===== src/rtl/obi_rr_arbiter.sv =====
// obi_rr_arbiter: round-robin sharing of one OBI subordinate port between NumMgr managers.
// Define OBI_RR_ARBITER_UNEXP_RSP_EN to flag (sticky) and drop rvalids that arrive with nothing outstanding.
package obi_rr_arbiter_pkg;
  typedef struct packed {
    logic [31:0] addr;
    logic        we;
    logic [3:0]  be;
    logic [31:0] wdata;
  } obi_a_t;
  typedef struct packed {
    logic [31:0] rdata;
    logic        err;
  } obi_r_t;
  typedef struct packed {
    logic   req;
    obi_a_t a;
    logic   rready;
  } sbr_obi_req_t;
  typedef struct packed {
    logic   gnt;
    logic   rvalid;
    obi_r_t r;
  } sbr_obi_rsp_t;
endpackage

module obi_rr_arbiter
  import obi_rr_arbiter_pkg::*;
#(
  parameter int NumMgr   = 2,
  parameter int MaxTrans = 2,
  parameter int IdxW     = NumMgr > 1 ? $clog2(NumMgr) : 1
) (
  input  logic         clk_i,
  input  logic         rst_i,
  input  sbr_obi_req_t mgr_req_i [NumMgr],
  output sbr_obi_rsp_t mgr_rsp_o [NumMgr],
  output sbr_obi_req_t sbr_req_o,
  input  sbr_obi_rsp_t sbr_rsp_i,
  output logic         busy_o,
  output logic         unexp_rsp_o
);
  localparam int CntW = $clog2(MaxTrans + 1);
  localparam int PtrW = MaxTrans > 1 ? $clog2(MaxTrans) : 1;
  typedef enum logic {IDLE, LOCK} state_t;
  state_t state, state_next;
  logic [IdxW-1:0] ptr, lock_idx, sel, idx, head;
  logic [IdxW-1:0] fifo [MaxTrans];
  logic [PtrW-1:0] wr_ptr, rd_ptr;
  logic [CntW-1:0] count;
  logic any_req, full, accept, pop;
  function automatic logic [IdxW-1:0] wrap_mgr(input int v);
    return IdxW'(v >= NumMgr ? v - NumMgr : v);
  endfunction
  function automatic logic [PtrW-1:0] next_slot(input logic [PtrW-1:0] p);
    return p == PtrW'(MaxTrans - 1) ? '0 : p + 1'b1;
  endfunction
  assign full   = count == CntW'(MaxTrans);
  assign head   = fifo[rd_ptr];
  assign busy_o = count != '0;
  // Scan downwards so the requester closest to ptr is the last (winning) assignment.
  always_comb begin
    sel     = ptr;
    any_req = 1'b0;
    for (int i = NumMgr - 1; i >= 0; i--)
      if (mgr_req_i[wrap_mgr(int'(ptr) + i)].req) begin
        sel     = wrap_mgr(int'(ptr) + i);
        any_req = 1'b1;
      end
  end
  // LOCK freezes the choice: OBI forbids a manager retracting req before gnt.
  always_comb begin
    state_next = state;
    idx        = state == LOCK ? lock_idx : sel;
    sbr_req_o  = '0;
    if (state == LOCK) sbr_req_o = mgr_req_i[lock_idx];
    else if (any_req && !full) begin
      sbr_req_o     = mgr_req_i[sel];
      sbr_req_o.req = 1'b1;
    end
    sbr_req_o.rready = 1'b0;
    if (rst_i) sbr_req_o = '0;
    accept = sbr_req_o.req && sbr_rsp_i.gnt;
    if (sbr_req_o.req) state_next = accept ? IDLE : LOCK;
  end
  assign pop = sbr_rsp_i.rvalid && count != '0 && !rst_i;
  always_comb
    for (int i = 0; i < NumMgr; i++) begin
      mgr_rsp_o[i]        = '0;
      mgr_rsp_o[i].gnt    = accept && idx == IdxW'(i);
      mgr_rsp_o[i].rvalid = pop && head == IdxW'(i);
      mgr_rsp_o[i].r      = pop && head == IdxW'(i) ? sbr_rsp_i.r : '0;
    end
  always_ff @(posedge clk_i or posedge rst_i)
    if (rst_i) begin
      state    <= IDLE;
      ptr      <= '0;
      lock_idx <= '0;
      wr_ptr   <= '0;
      rd_ptr   <= '0;
      count    <= '0;
      for (int i = 0; i < MaxTrans; i++) fifo[i] <= '0;
    end else begin
      state <= state_next;
      if (state == IDLE) lock_idx <= sel;
      if (accept) begin
        fifo[wr_ptr] <= idx;
        wr_ptr       <= next_slot(wr_ptr);
        ptr          <= idx == IdxW'(NumMgr - 1) ? '0 : idx + 1'b1;
      end
      if (pop) rd_ptr <= next_slot(rd_ptr);
      count <= count + CntW'(accept) - CntW'(pop);
    end
`ifdef OBI_RR_ARBITER_UNEXP_RSP_EN
  logic unexp_q;
  always_ff @(posedge clk_i or posedge rst_i)
    if (rst_i) unexp_q <= 1'b0;
    else if (sbr_rsp_i.rvalid && count == '0) unexp_q <= 1'b1;
  assign unexp_rsp_o = unexp_q;
  always @(posedge clk_i)
    if (!rst_i) assert (!(sbr_rsp_i.rvalid && count == '0))
      else $warning("obi_rr_arbiter: rvalid with no outstanding transaction");
`else
  assign unexp_rsp_o = 1'b0;
`endif
endmodule


===== config.mk =====
export PLATFORM = sky130hd
export DESIGN_NAME = obi_rr_arbiter
export DESIGN_NICKNAME = d
export VERILOG_FILES = /design/src/rtl/obi_rr_arbiter.sv
export SDC_FILE = /design/constraint.sdc
export NUM_CORES = 1
export LEC_CHECK = 0
export BUFFER_PORTS_ARGS = -buffer_cell sky130_fd_sc_hd__buf_2
export CELL_PAD_IN_SITES_DETAIL_PLACEMENT = 1
export CELL_PAD_IN_SITES_GLOBAL_PLACEMENT = 1
export CORE_AREA = 2 2 123 125
export DETAILED_ROUTE_END_ITERATION = 10
export DIE_AREA = 0 0 125 127
export GPL_ROUTABILITY_DRIVEN = 1
export PLACE_DENSITY = 0.65
export RECOVER_POWER = 25
export SYNTH_ARGS = -nofsm -noshare
export SYNTH_HDL_FRONTEND = slang
export SYNTH_SLANG_ARGS = --single-unit
export TNS_END_PERCENT = 30

===== constraint.sdc =====
create_clock -name clk_i -period 2.4 [get_ports clk_i]
set_clock_uncertainty 0.15 [all_clocks]
set_input_delay 0.48 -clock clk_i [delete_from_list [all_inputs] [get_ports clk_i]]
set_output_delay 0.48 -clock clk_i [all_outputs]
set_load 0.01 [all_outputs]

==> flow_summary.json <==
{
  "status": "finished, violations left",
  "violations": "negative setup slack",
  "post-route-util_pct": 28.0,
  "drt_iter0_drc": 109,
  "start_util_pct": 11.7,
  "rsz0062_at_grt": "yes",
  "cp_max_fo": 17,
  "avgSynthCellArea_sq_um": 6.91,
  "routed_wl_microns": 13100,
  "period_needed_ps": 2640,
  "drtAntennaViolNets": 0,
  "cts_tree": "yes",
  "hp-class": "reg -> reg",
  "path_class": "reg -> out",
  "wl_per_cell_microns": 17.5,
  "cap_violations": 0,
  "fillerInstances": 1831,
  "path_clk_slew_ps": 40,
  "synth_ff_type": "dfrtp_1",
  "track_usage_pct": 13.9,
  "hold_viol_final": 0,
  "ios": 322,
  "final_layout_size_suffix_gt1_share_pct": 64.0,
  "whs_ps": 338,
  "powerDensity_nw_per_um2": 1010,
  "place_congestion": 0.852,
  "worst_slew_pin_slew_ps": 548,
  "vdd_drop_max_mv": 0.330,
  "seq_area_frac_synth_pct": 13.4,
  "syn_inst": 244,
  "clockRootBuffer": "clkbuf_16",
  "arrival_ps": 2010,
  "cts_max_path_buffers": 2,
  "layout_commonest_cell": "buf_2",
  "insertion_delay_ps": 230,
  "critPathLaunchType": "register",
  "fmax_mhz": 378,
  "core-area_sq_um": 14400,
  "overflow": 0,
  "cts_sinks": 9,
  "ys_seq_elements": 9,
  "post_dp_cell_area_sq_um": 3510,
  "die_w_microns": 125,
  "leakagePower_uw": 0.00240,
  "grt_pass1_wl_microns": 18100,
  "synth-edff-count": 0,
  "maxSlewViolCount": 0,
  "via_per_inst": 4.36,
  "yosysWarnings": 0,
  "drcViolationCount": 0,
  "hold_depth": 2,
  "reg2regPathDepth": 6,
  "worstPathRequired_ps": 1770,
  "die_h_microns": 127,
  "row_count": 44,
  "stdcell_count": 750,
  "slew_headroom_pct": 63.5,
  "end_kind": "primary output",
  "async_flop_share_pct": 100,
  "grt_max_degree": 70,
  "mostFrequentLayoutCells": "buf_2, nor2_1, a22o_1",
  "num_vias": 3271,
  "syn_area_sq_um": 1690,
  "fin_ws_ps": -245,
  "fin_crit_sh_pct": 110,
  "cts.htree.levels": 1,
  "dpl.hpwl_microns": 9720,
  "synth.distinct_cells": 32,
  "die_area_sq_um": 15900,
  "antenna_found_initial": 0,
  "setup_viol": 71,
  "io_buffers": 317,
  "fin_area_sq_um": 4040,
  "syn_to_final_growth_pct": 140,
  "antenna_cells": 0,
  "first_global_vias": 3325,
  "first_pass_iters": 4,
  "placed_cells": 733,
  "fin_nets": 748,
  "cts_made_buffers": 3
}
[where the power goes]
part,internal (uW),switching (uW)
Clock,222,67.2
Combinational,1680,1790
Sequential,230,84.2
[synth_stat cells (2+ instances only)]
cell / instances / area share, %
and2_1: 2 / 0.74
a22o_1: 69 / 36
clkbuf_1: 9 / 2.0
xnor2_1: 3 / 1.6
buf_2: 11 / 3.3
buf_6: 4 / 2.7
ha_1: 2 / 1.5
inv_1: 5 / 1.1
mux2_2: 3 / 2.0
nor2_1: 70 / 16
buf_4: 2 / 0.89
dfrtp_1: 9 / 13
nor2b_1: 3 / 1.1
nand2_1: 34 / 7.6
[flip-flops by register name, summed over array words and instances (netlist names)]
name and count:
fifo 2, ptr 1, lock_idx 1, rd_ptr 1
wr_ptr 1, state 1, count 2
[worst max-delay path: stages, from the launching register on]
cell and delay (ps):
dfrtp_1 370, nor2b_4 130, or4_4 490, o32ai_4 130, buf_12 200, clkbuf_16 190, a22o_1 140, buf_2 120
[final timing paths]
kind	startpoint	endpoint	slack [ps]
setup / recovery	count[1]	sbr_req_o[55]	-240
hold / removal	ptr	ptr	340
setup reg to reg	count[0]	fifo[1]	250
hold reg to reg	ptr	ptr	340
max in group asynchronous	rst_i	fifo[1]	1330
min in group asynchronous	rst_i	fifo[0]	420
[layer usage]
| layer | track usage [%] | vias up | share of wire, % |
|---|---|---|---|
| met5 | 0 | - | 0 |
| met4 | 0.654 | 0 | 1.1 |
| met3 | 3.35 | 12 | 8.7 |
| met2 | 26.1 | 203 | 52 |
| met1 | 16.8 | 1537 | 39 |
| li1 | - | 1519 | - |
[layout make-up]
class	count	area [sq um]	area share (%)
repair buffers	343	2120	52.4
multi-input cells	205	1370	33.9
well taps	184	230	5.69
flip-flops and latches	9	225	5.57
clock buffers	4	78.8	1.95
inverters	5	18.8	0.464
[through the flow]
stage | power, uW | TNS (ps) | worst slack, ps
floorplan | 1890 | 0 | 85.6
CTS | 3650 | -18870 | -307
finish | 4070 | -15350 | -245
global route | 4320 | -21020 | -318
detailed placement | 3020 | -10000 | -215
global placement | 2970 | -8750 | -202
[kinds of logic after synthesis]
group           count (synthesis)  share of synthesized area (%)
compound gates                 76                           40.8
simple gates                  115                           28.2
xor+xnor                        4                           2.08
buf+inv                        31                           9.94
fa+ha+maj                       3                           2.15
mux                             5                           3.26
flops                           9                           13.4
other cells                     1                          0.222
[timing repair]
action	in CTS	in global routing
setup endpoints to repair	69	72
gates resized for setup	28	21
buffers inserted	1	3
pin swaps	21	30
hold buffers	0	0
gates cloned	2	7
Power figures use the tool's default switching activity.
